==> config.mk <==
export PLATFORM = sky130hd
export DESIGN_NAME = btn_conditioner
export DESIGN_NICKNAME = d
export VERILOG_FILES = /design/src/rtl/btn_pkg.sv /design/src/rtl/btn_channel.sv /design/src/rtl/btn_conditioner.sv
export SDC_FILE = /design/constraint.sdc
export NUM_CORES = 1
export LEC_CHECK = 0
export ABC_AREA = 1
export CORE_AREA = 2 2 91 93
export CTS_CLUSTER_DIAMETER = 40
export DETAILED_ROUTE_END_ITERATION = 7
export DIE_AREA = 0 0 93 95
export PLACE_DENSITY = 0.57
export SYNTH_ARGS = -nofsm -noshare
export SYNTH_HDL_FRONTEND = slang
export SYNTH_SLANG_ARGS = --single-unit
==> constraint.sdc <==
create_clock -name Clk -period 2 [get_ports Clk]
set_input_delay 0.2 -clock Clk [delete_from_list [all_inputs] [get_ports Clk]]
set_output_delay 0.2 -clock Clk [all_outputs]
set_load 0.02 [all_outputs]
==> src/rtl/btn_pkg.sv <==
`default_nettype none
// +--------------------------------------------------------------------------+
// | Module   : btn_pkg                                                       |
// | Purpose  : Shared types, constants and helpers for the button            |
// |            conditioner (btn_channel, btn_conditioner).                   |
// | Revision : 1.0  initial release                                          |
// +--------------------------------------------------------------------------+
package btn_pkg;

    // Per-channel debounce state. HELD and CONFIRM_RELEASE both mean "level = pressed".
    typedef enum logic [1:0] {
        IDLE            = 2'd0,
        CONFIRM_PRESS   = 2'd1,
        HELD            = 2'd2,
        CONFIRM_RELEASE = 2'd3
    } btn_state_t;

    // Depth of the metastability synchroniser on each raw pin.
    localparam int SYNC_STAGES = 2;

    // Bits needed to hold a count from 0 up to n.
    function automatic int cnt_width(input int n);
        return $clog2(n + 1);
    endfunction

endpackage
`default_nettype wire

==> src/rtl/btn_channel.sv <==
`default_nettype none
// +--------------------------------------------------------------------------+
// | Module   : btn_channel                                                   |
// | Purpose  : One button channel: 2-FF sync, polarity fix, debounce FSM,    |
// |            one-cycle press/release pulses. Optional auto-repeat of the   |
// |            press pulse when BTN_REPEAT_EN is defined.                    |
// | Revision : 1.0  initial release                                          |
// +--------------------------------------------------------------------------+
module btn_channel
    import btn_pkg::*;
#(
    parameter logic [15:0] DEBOUNCE_CYCLES = 16'd1000,
    parameter bit          ACTIVE_LOW      = 1'b1,
    parameter logic [31:0] REPEAT_DELAY    = 32'd50_000_000,
    parameter logic [31:0] REPEAT_PERIOD   = 32'd10_000_000
) (
    input  logic Clk,
    input  logic Reset,
    input  logic raw_i,
    output logic level_o,
    output logic press_o,
    output logic release_o
);

    localparam int               CNT_W    = cnt_width(int'(DEBOUNCE_CYCLES));
    localparam logic [CNT_W-1:0] CNT_MAX  = CNT_W'(DEBOUNCE_CYCLES - 16'd1);
    // Raw pin value while the button is not pressed; also the sync reset value.
    localparam logic             IDLE_RAW = ACTIVE_LOW;

    // Zero-valued counts or periods make the timing meaningless; stop at elaboration.
    if (DEBOUNCE_CYCLES == 16'd0) begin : g_chk_debounce
        $error("btn_channel: DEBOUNCE_CYCLES must be >= 1");
    end
    if (REPEAT_DELAY == 32'd0) begin : g_chk_rep_delay
        $error("btn_channel: REPEAT_DELAY must be >= 1");
    end
    if (REPEAT_PERIOD == 32'd0) begin : g_chk_rep_period
        $error("btn_channel: REPEAT_PERIOD must be >= 1");
    end

    logic [SYNC_STAGES-1:0] sync_q;
    logic                   s;
    logic                   level;
    btn_state_t             state_q, state_d;
    logic [CNT_W-1:0]       cnt_q, cnt_d;
    logic                   press_q, press_d;
    logic                   release_q, release_d;

`ifdef BTN_REPEAT_EN
    logic [31:0]            rcnt_q, rcnt_d;
    logic                   rfirst_q, rfirst_d;   // first repeat already issued
`endif

    // Synchroniser shift register; reset to the idle pin level so no false press appears.
    always_ff @(posedge Clk) begin
        if (Reset) begin
            sync_q <= {SYNC_STAGES{IDLE_RAW}};
        end else begin
            sync_q <= {sync_q[SYNC_STAGES-2:0], raw_i};
        end
    end

    assign s     = sync_q[SYNC_STAGES-1] ^ IDLE_RAW;
    assign level = (state_q == HELD) || (state_q == CONFIRM_RELEASE);

    // Debounce decision, pulse generation and optional repeat scheduling.
    always_comb begin
        state_d   = state_q;
        cnt_d     = cnt_q;
        press_d   = 1'b0;
        release_d = 1'b0;
`ifdef BTN_REPEAT_EN
        rcnt_d    = rcnt_q;
        rfirst_d  = rfirst_q;
`endif
        if (s == level) begin
            // Input agrees with the accepted level: any pending change is abandoned.
            cnt_d   = '0;
            state_d = level ? HELD : IDLE;
        end else if (cnt_q == CNT_MAX) begin
            cnt_d     = '0;
            state_d   = s ? HELD : IDLE;
            press_d   = s;
            release_d = ~s;
        end else begin
            cnt_d   = cnt_q + CNT_W'(1);
            state_d = s ? CONFIRM_PRESS : CONFIRM_RELEASE;
        end
`ifdef BTN_REPEAT_EN
        // rcnt runs only while the accepted level is pressed; a release wins over a repeat.
        if (!level || release_d) begin
            rcnt_d   = '0;
            rfirst_d = 1'b0;
        end else if (rcnt_q == (rfirst_q ? (REPEAT_PERIOD - 32'd1)
                                         : (REPEAT_DELAY - 32'd1))) begin
            press_d  = 1'b1;
            rcnt_d   = '0;
            rfirst_d = 1'b1;
        end else begin
            rcnt_d   = rcnt_q + 32'd1;
        end
`endif
    end

    // State, debounce counter and output pulse registers.
    always_ff @(posedge Clk) begin
        if (Reset) begin
            state_q   <= IDLE;
            cnt_q     <= '0;
            press_q   <= 1'b0;
            release_q <= 1'b0;
        end else begin
            state_q   <= state_d;
            cnt_q     <= cnt_d;
            press_q   <= press_d;
            release_q <= release_d;
        end
    end

`ifdef BTN_REPEAT_EN
    // Auto-repeat counter registers.
    always_ff @(posedge Clk) begin
        if (Reset) begin
            rcnt_q   <= '0;
            rfirst_q <= 1'b0;
        end else begin
            rcnt_q   <= rcnt_d;
            rfirst_q <= rfirst_d;
        end
    end
`endif

    assign level_o   = level;
    assign press_o   = press_q;
    assign release_o = release_q;

endmodule
`default_nettype wire

==> src/rtl/btn_conditioner.sv <==
`default_nettype none
// +--------------------------------------------------------------------------+
// | Module   : btn_conditioner                                               |
// | Purpose  : N-channel push-button conditioner: synchronise, debounce and  |
// |            edge-detect raw buttons into clean levels and 1-cycle pulses. |
// |            Define BTN_REPEAT_EN to enable auto-repeat of btn_press.      |
// | Revision : 1.0  initial release                                          |
// +--------------------------------------------------------------------------+
module btn_conditioner
    import btn_pkg::*;
#(
    parameter int          N_BTN           = 4,
    parameter logic [15:0] DEBOUNCE_CYCLES = 16'd1000,
    parameter bit          ACTIVE_LOW      = 1'b1,
    parameter logic [31:0] REPEAT_DELAY    = 32'd50_000_000,
    parameter logic [31:0] REPEAT_PERIOD   = 32'd10_000_000
) (
    input  logic             Clk,
    input  logic             Reset,
    input  logic [N_BTN-1:0] btn_raw,
    output logic [N_BTN-1:0] btn_level,
    output logic [N_BTN-1:0] btn_press,
    output logic [N_BTN-1:0] btn_release
);

    // Channels are fully independent; one instance per button.
    for (genvar g = 0; g < N_BTN; g++) begin : g_ch
        btn_channel #(
            .DEBOUNCE_CYCLES (DEBOUNCE_CYCLES),
            .ACTIVE_LOW      (ACTIVE_LOW),
            .REPEAT_DELAY    (REPEAT_DELAY),
            .REPEAT_PERIOD   (REPEAT_PERIOD)
        ) u_ch (
            .Clk       (Clk),
            .Reset     (Reset),
            .raw_i     (btn_raw[g]),
            .level_o   (btn_level[g]),
            .press_o   (btn_press[g]),
            .release_o (btn_release[g])
        );
    end

endmodule
`default_nettype wire
## Word level (Yosys, flattened, before mapping)

Index checks and enable logic that the tools add are counted.
Widths: inputs -> output; s select.

- Memory bits (read-only): 0
- Output and inout port bits: 12
- Memories: 0
- Latch bits: 0
- Register bits: 64
- Input bits: 6
- Word-level logic and storage cells: 80
- RAM bits: 0

- Reduce and logical (&&, ||, !) cells: 12
- Order comparisons: 0
- Divide/modulo/power cells: 0
- Bitwise operators: 8
- Multiplexer cells: 20
- Shifts and indexed selects: 0
- Equality and inequality tests: 16
- $mul: 0
- Add/sub/neg operators: 4

Operator list:

| cell | count |
|---|---|
| $add 10x1->10 const B | 4 |
| $eq 10x10->1 const B | 4 |
| $mux 2 | 20 |
| $reduce_or 3->1 | 8 |
| $eq 2x2->1 const B | 8 |
| $not 1->1 | 8 |
| $eq 1x1->1 | 4 |
| $logic_or 1x1->1 | 4 |

## Depth between registers and ports, before layout

Gate-level depths: netlist of the first run.

- Depth in word-level cells: 4
- Mapped depth: 8
- Depth with buffers taken out: 8

## Cells and area by module

Synthesis of the first run repeated with hierarchy kept, for this count alone.

- Cells, all modules: 332
- Area total of the unflattened synthesis: 2,617.5 um^2

Modules (own cells, without submodules):

| module | seq. area each (um^2) | area each (um^2) | times used | cells each |
|---|---|---|---|---|
| btn_channel | 300.3 | 654.4 | 4 | 83 |

## Worst setup path before layout of the first run

OpenSTA, ideal clock, no wires.

- Path kind: reg2reg
- From: reg g_ch[3].u_ch.cnt_q[0]
- To: reg g_ch[3].u_ch.cnt_q[5]
- Required time: 1.885 ns
- Library setup time: 0.115 ns
- Period minus slack after synthesis: 1.201 ns
- Buffers on the path: 1
- Arrival time: 1.086 ns
- Stages on the path, launching flop included: 8
- Path slack: 0.799 ns
- Cell sequence: dfxtp_1 ha_1 nand2_1 nor2_2 nand3_2 nand2_2 buf_8 nor2_2

- Longest elaborated chain between the ends: 2
- Elaborated cells between the ends (all ways): 3
- Classes of those cells: 1 x add/sub; 1 x eq/ne; 1 x reduce/logical

RTL lines:

| what | line | source |
|---|---|---|
| from (decl) | btn_channel.sv:45 | `logic [CNT_W-1:0] cnt_q, cnt_d;` |
| from (signal assigned) | btn_channel.sv:114 | `cnt_q <= cnt_d;` |
| branches (longest 2 deep; another with $add 10x1->10) | - |  |

Parallel ways; which one is timed is not known.
A chain may end at the register's enable or synchronous reset.

## Final worst setup path of the first run

- From: reg g_ch[3].u_ch.state_q[1]
- To: out btn_level[3]

- Longest elaborated chain between the ends: 2
- Elaborated cells between the ends (all ways): 3
- Classes of those cells: 2 x eq/ne; 1 x reduce/logical

RTL lines:

| what | line | source |
|---|---|---|
| from (decl) | btn_channel.sv:44 | `btn_state_t state_q, state_d;` |
| from (signal assigned) | btn_channel.sv:113 | `state_q <= state_d;` |
| $eq 2x2->1 | btn_channel.sv:64 | `assign level = (state_q == HELD) \|\| (state_q == CONFIRM_RELEASE);` |
| $logic_or 1x1->1 (*) | btn_channel.sv:64 |  |
| to (decl) | btn_conditioner.sv:21 | `output logic [N_BTN-1:0] btn_level,` |

Mark *: on every way between the ends. The rest lies on a longest branch, timed or not.

==> results of run 1 <==
[layout by cell type (no fill, tap or decap), drive strengths merged]
cell type,instances
nand4,6
inv,36
nor3b,2
or2,8
a21oi,16
clkbuf,10
nor3,9
xor2,11
nor2,68
clkinvlp,2
dfxtp,60
ha,4
nand3b,5
o21ai,6
o21bai,1
clkdlybuf4s50,17
nand3,18
bufinv,4
nand2,65
xnor2,3
buf,1
[power by group]
part	leakage, nW	switching, mW	internal [mW]
combinational	0.460	0.0213	0.0199
sequential	0.485	0.00486	1.20
clock	0.129	0.485	0.987
[through the flow]
| stage | hold slack, ns | setup slack [ns] |
|---|---|---|
| after floorplan | 0.304 | 0.799 |
| after global placement | 0.393 | 0.510 |
| after detailed placement | 0.395 | 0.461 |
| after CTS | 0.409 | 0.402 |
| after global routing | 0.415 | 0.373 |
| final | 0.410 | 0.449 |
[registers in the layout, indices dropped and copies added (netlist names)]
register	count
g_ch.u_ch.cnt_q	40
g_ch.u_ch.press_o	4
g_ch.u_ch.release_o	4
g_ch.u_ch.state_q	4
g_ch.u_ch.sync_q	8
[final cells by class]
cell class                 count  area share [%]
sequential                    60            38.7
multi-input combinational    222            38.2
timing repair buffer          18            5.72
clock buffer                  10            4.43
clock inverter                 6            4.35
inverter                      36            4.35
tap                          105            4.23
[kinds of logic after synthesis]
logic type,after synthesis,synth area share [%]
xor gates and xnor gates,14,4.61
buffers and inverters,55,10.2
and+or+nand+nor,181,32.9
adders and majority gates,4,1.88
DFF,60,45.2
AOI/OAI and AO/OA,23,5.27
[worst max-delay path by stage]
stage	endpoint	slack, ns	cells after the start	start
finish	btn_level[3]	0.45	1	g_ch[3].u_ch.state_q[1]
global route	btn_level[1]	0.37	1	g_ch[1].u_ch.state_q[1]
CTS	btn_level[3]	0.40	1	g_ch[3].u_ch.state_q[1]
detailed placement	g_ch[1].u_ch.cnt_q[2]	0.46	6	Reset
global placement	g_ch[1].u_ch.cnt_q[2]	0.51	6	Reset
floorplan	g_ch[3].u_ch.cnt_q[5]	0.80	7	g_ch[3].u_ch.cnt_q[0]
[routing by layer]
layer | part of all wire, % | GRT usage [%] | wire length, µm | vias to the layer above
met3 | 4.6 | 4.31 | 202 | 9
met2 | 45 | 18.2 | 1980 | 33
met5 | 0 | 0 | 0 | -
met4 | 1.9 | 6.00 | 84 | 0
met1 | 49 | 13.9 | 2140 | 878
li1 | - | - | - | 1063
==> parameters.txt, run 1 <==
Parameter                              Value

STA
  Final hold violation count    0
  Skew final    0.00868 ns
  Minimum clock period    1.55 ns
  Number of max-slew violations in the final report    0
  Final setup vio count    0
  Highest clock frequency the design can meet    0.645 GHz
  Final critical-path share of the clock period    77.5%
  Setup repair after global routing missed its margin    false
  Setup TNS Final    0 ns
  Relative slew slack    between 70% and 80%
  Slew at the pin closest to its max-slew limit    0.381 ns

Global routing
  Pin count of the biggest net entering global routing    13
  Antenna violations before repair    0
  Wire length of the first global-routing pass    between 7000 and 8000 µm
  Total routing resource utilization after global routing    11.6%
  Number of global-route vias before repair    roughly 1,800
  Aggregate global routing overflow    0

Synth
  Syn_area_per_cell    7.89 µm²
  Top FF cell, synth    sky130_fd_sc_hd__dfxtp_1
  Gate Count Post-Synth    between 300 and 400
  Netlist area before placement    2660 µm²
  Synth area leader    sky130_fd_sc_hd__dfxtp_1
  Count of warnings emitted by yosys    0
  Most used standard cell by instance count after synthesis    sky130_fd_sc_hd__dfxtp_1
  Fraction of the yosys area taken by sequential cells    45.2%
  Fraction of synthesis flops using an asynchronous set or reset pin    0%
  Most used standard cells in the synthesized netlist    sky130_fd_sc_hd__dfxtp_1 (60), sky130_fd_sc_hd__nand2_1 (57), sky130_fd_sc_hd__nor2_1 (50)
  Main area contributors after synthesis    sky130_fd_sc_hd__dfxtp_1 (45%), sky130_fd_sc_hd__nand2_1 (8.0%), sky130_fd_sc_hd__nor2_1 (7.1%), sky130_fd_sc_hd__inv_1 (4.7%), sky130_fd_sc_hd__xor2_1 (3.6%)
  Area share of the largest cell type after synthesis    45.2%
  EDFF count, synth    0
  Unique cell type count in the Yosys netlist    29
  Net count after synthesis    between 300 and 400
  Yosys reg bits    60

Worst setup path
  Arrival time at the worst endpoint    between 1 and 1.5 ns
  Required @ worst endpoint    ~1.8 ns
  Type of element capturing the critical path    output pin
  Nature of the critical path startpoint    flop
  Start-to-end type of the worst setup path    reg -> out
  Reg2Reg Capture Point    g_ch[3].u_ch.cnt_q[2]
  Critical Path Max Stage Delay    0.63 ns
  Gate family responsible for the most delay along the worst path    buffers and inverters
  Worst-path cell chain    clkdlybuf4s50_1
  Crit-path max FO    4
  Cell with the biggest individual delay on the critical path    sky130_fd_sc_hd__clkdlybuf4s50_1
  Buf+Inv Stages, Crit Path    1
  Number of cell instances on the worst register-to-register path    6
  Slack of the worst reg-to-reg path    roughly 0.62 ns
  Worst r2r src    g_ch[3].u_ch.cnt_q[0]

Placement
  Gpl congestion    0.777
  Post-placement cell count    441
  Placed Instance Area    ~2800 µm²
  Estimated wirelength of the detail-placed design    3220 µm
  Port Buffers    17

Floorplanning
  Total Die Area    8840 µm²
  Die Width    93 µm
  Ports placed on the boundary    18
  Starting density of the core    33.5%
  Y dimension of the die    95 µm
  Std-Cell Rows    33
  Standard cell core area    7930 µm²

Route
  Count of TritonRoute iterations in the first routing pass    4
  Vias    slightly below 2,000
  Per-cell via count in the routed design    4.34
  DRC violations left    0
  Number of nets with antenna violations after routing    0
  Routed wire per std cell    9.65 µm
  Violation count after the first detailed-route iteration    67
  Post-Route WL    4410 µm

Layout
  Area occupied by multi-input gates    about 1200 µm²
  Fin util    39.2%
  Number of diodes added for antenna fixing    0
  P&R area growth vs syn    16.8%
  Count of non-filler cells in the finished layout    457
  Post-route cell area    3110 µm²
  # nets final    357
  Share of cells above drive strength 1    17.9%
  Number of inserted filler cells in the final layout    833
  Sequential cell area    approximately 1200 µm²

CTS
  Hold_buf cts    0
  Clock-pin slew reported for the worst setup and hold paths after clock tree synthesis    0.07 ns
  Clock latency on the worst-skew pair    roughly 0.34 ns
  Master cell of the clock root buffer    sky130_fd_sc_hd__clkbuf_8
  TritonCTS sink count    60
  CTS tree    built
  Resize count post-CTS    0
  Buffer count from post-CTS setup fixing    0
  TritonCTS Buffers    9
  Max Buffers Root-to-Sink    2
  H-tree lvl count    3

Hold path
  Hold Crit Depth    1
  Beginning of the worst hold path    g_ch[1].u_ch.sync_q[0]
  Endpoint of the worst hold-timing path    g_ch[1].u_ch.sync_q[1]
  Worst hold-check path type    reg -> reg

Flow run
  Maxcap violations    0

Power
  Worst IR drop on VDD    roughly 0.36 mV
  Total power    2.72 mW
  Standby leakage power    1.07 nW
  Power density over cell area    just under 900 nW/µm²

Status
  Status    finished, final reports clean
Power figures use the tool's default switching activity.
==> run 2, diff against run 1 <==
- PLACE_DENSITY: 0.57 -> 0.59
- clock period: 2 -> 1.35 ns (I/O delays scaled with it)
==> run 2 against run 1 <==
Effect of this change:
- routed wire length increased by 2.4%
- worst hold slack got worse by 0.064 ns
- sequential cell count unchanged
- first-iteration DRC count down 28%
- die area unchanged
- clock power is 20% higher
- register-to-register slack got worse by 0.53 ns
- clock skew is essentially flat
- cell count increased by 1.8%
- global-route usage fell by 0.064 points
- utilization rose by 0.22 points
- critical path depth rose by 6
- critical path type is now reg -> reg
- critical endpoint is now g_ch[3].u_ch.cnt_q[2]
- largest power group is now sequential cells
==> parameters.txt, run 2 (same netlist as run 1, synthesis figures left out) <==
Parameter                              Value

Status
  Status    finished, final reports clean

Worst setup path
  Critical path destination    g_ch[3].u_ch.cnt_q[2]
  Start-to-end type of the worst setup path    reg -> reg
  Nature of the critical path startpoint    flop
  Required @ worst endpoint    ~1.6 ns
  Number of cell instances on the worst register-to-register path    7
  Buf+Inv Stages, Crit Path    1
  Type of element capturing the critical path    flop
  Critical Path Most Common Cell    sky130_fd_sc_hd__nand2_2
  Slack of the worst reg-to-reg path    0.09 ns
  Crit-path max FO    10
  Worst-path cell chain    ha_1 -> nand2_2 -> nor2_4 -> nand3_2 -> nand2_2 -> buf_12 -> nor3_1
  Critical Path Max Stage Delay    approximately 0.33 ns
  Cell with the biggest individual delay on the critical path    sky130_fd_sc_hd__dfxtp_1
  CP Launch Point    g_ch[3].u_ch.cnt_q[0]
  Arrival time at the worst endpoint    1.49 ns
  WP depth    7
  Worst r2r src    g_ch[3].u_ch.cnt_q[0]
  Reg2Reg Capture Point    g_ch[3].u_ch.cnt_q[2]
  Gate family responsible for the most delay along the worst path    simple AND/OR/NAND/NOR gates

Layout
  Sequential cell area    between 1000 and 1500 µm²
  Area occupied by multi-input gates    between 1000 and 1500 µm²
  P&R area growth vs syn    17.5%
  Count of non-filler cells in the finished layout    465
  Biggest register    g_ch.u_ch.cnt_q
  # nets final    365
  Top Registers    g_ch.u_ch.cnt_q: 40 flops, g_ch.u_ch.sync_q: 8 flops
  Number of diodes added for antenna fixing    0
  Post-route cell area    3120 µm²
  Most common cell after layout, fill and taps aside    sky130_fd_sc_hd__dfxtp_1
  Number of inserted filler cells in the final layout    roughly 840
  Most used cells in the layout excluding fill and tap cells    sky130_fd_sc_hd__dfxtp_1 (59), sky130_fd_sc_hd__nand2_1 (54), sky130_fd_sc_hd__nor2_1 (49)
  Share of cells above drive strength 1    21.1%
  Fin util    around 39%
  Number of flip-flops in the largest register    40

Route
  Per-cell via count in the routed design    4.36
  Post-Route WL    4510 µm
  Routed wire per std cell    9.71 µm
  Violation count after the first detailed-route iteration    48
  Number of nets with antenna violations after routing    0
  Vias    2,028
  Count of TritonRoute iterations in the first routing pass    4
  DRC violations left    0

Global routing
  Total routing resource utilization after global routing    between 10 and 15%
  Pin count of the biggest net entering global routing    13
  Wire length of the first global-routing pass    7870 µm
  Aggregate global routing overflow    0
  Number of global-route vias before repair    1,856
  Antenna violations before repair    0

Placement
  Post-placement cell count    ~450
  Estimated wirelength of the detail-placed design    3360 µm
  Gpl congestion    ~0.8
  Placed Instance Area    2910 µm²
  Port Buffers    17

STA
  Number of max-slew violations in the final report    0
  Final setup vio count    0
  Final critical-path share of the clock period    93.5%
  Minimum clock period    between 1 and 1.5 ns
  Slew at the pin closest to its max-slew limit    0.249 ns
  Setup TNS Final    0 ns
  Relative slew slack    83.3%
  Highest clock frequency the design can meet    0.793 GHz
  Skew final    0.00901 ns
  Final hold violation count    0

Flow run
  Maxcap violations    0

Power
  Worst IR drop on VDD    around 0.48 mV
  Total power    3.63 mW
  Standby leakage power    1.15 nW
  Power density over cell area    roughly 1200 nW/µm²

CTS
  TritonCTS Buffers    9
  Clock-pin slew reported for the worst setup and hold paths after clock tree synthesis    0.07 ns
  Master cell of the clock root buffer    sky130_fd_sc_hd__clkbuf_8
  CTS tree    built
  Clock latency on the worst-skew pair    0.34 ns
  TritonCTS sink count    60
  H-tree lvl count    3
  Hold_buf cts    0
  Max Buffers Root-to-Sink    2

Hold path
  Worst hold-check path type    in -> reg

Floorplanning
  Y dimension of the die    roughly 95 µm
  Die Width    93 µm
  Starting density of the core    33.5%
  Ports placed on the boundary    18
  Standard cell core area    7930 µm²
  Std-Cell Rows    33
  Total Die Area    8840 µm²
[run 2: cell count changes in the layout (fill, tap and decap cells not counted), moves of 2 or more]
cell | before | now
sky130_fd_sc_hd__nand2_2 | 7 | 10
sky130_fd_sc_hd__clkdlybuf4s50_1 | 17 | 5
sky130_fd_sc_hd__bufinv_16 | 4 | 2
sky130_fd_sc_hd__buf_4 | 1 | 8
sky130_fd_sc_hd__dlygate4sd2_1 | 0 | 12
sky130_fd_sc_hd__nand2_1 | 57 | 54
[run 2: report_power, final]
| group | total (mW) | switching, mW | internal (mW) |
|---|---|---|---|
| registers | 1.79 | 0.00709 | 1.78 |
| logic | 0.0719 | 0.0339 | 0.0380 |
| clock network | 1.76 | 0.723 | 1.04 |
[run 2: area by class of cell]
type,instances,share of cell area (%)
tap,105,4.21
sequential,60,38.5
timing repair buffer,26,7.53
inverter,36,4.33
multi-input combinational,222,38.5
clock inverter,6,2.84
clock buffer,10,4.09
[run 2: worst min path at each step]
stage / to / cells past startpoint / start
after floorplan: g_ch[0].u_ch.sync_q[0] / 1 / btn_raw[0]
after global placement: g_ch[1].u_ch.sync_q[1] / 1 / g_ch[1].u_ch.sync_q[0]
after detailed placement: g_ch[2].u_ch.sync_q[1] / 1 / g_ch[2].u_ch.sync_q[0]
after CTS: g_ch[1].u_ch.sync_q[0] / 2 / btn_raw[1]
after global routing: g_ch[1].u_ch.sync_q[0] / 2 / btn_raw[1]
final: g_ch[1].u_ch.sync_q[0] / 2 / btn_raw[1]
[run 2: stage by stage]
step | setup WS (ns) | hold slack (ns)
floorplan | 0.149 | 0.239
global placement | -0.0689 | 0.394
detailed placement | -0.104 | 0.394
CTS | 0.00325 | 0.331
global route | -0.0119 | 0.344
finish | 0.0884 | 0.345
[run 2: per-layer routing]
layer	share of wire (%)	global-route usage (%)	vias to the layer above
met5	0	0	-
met4	3.0	7.72	0
met3	3.2	3.11	12
met2	46	18.6	26
met1	48	13.5	916
li1	-	-	1074
[run 2: what timing repair did]
action,in CTS,in global routing
buffers inserted,0,0
setup endpoints to repair,12,24
resized for setup,12,7
pin swaps,0,1
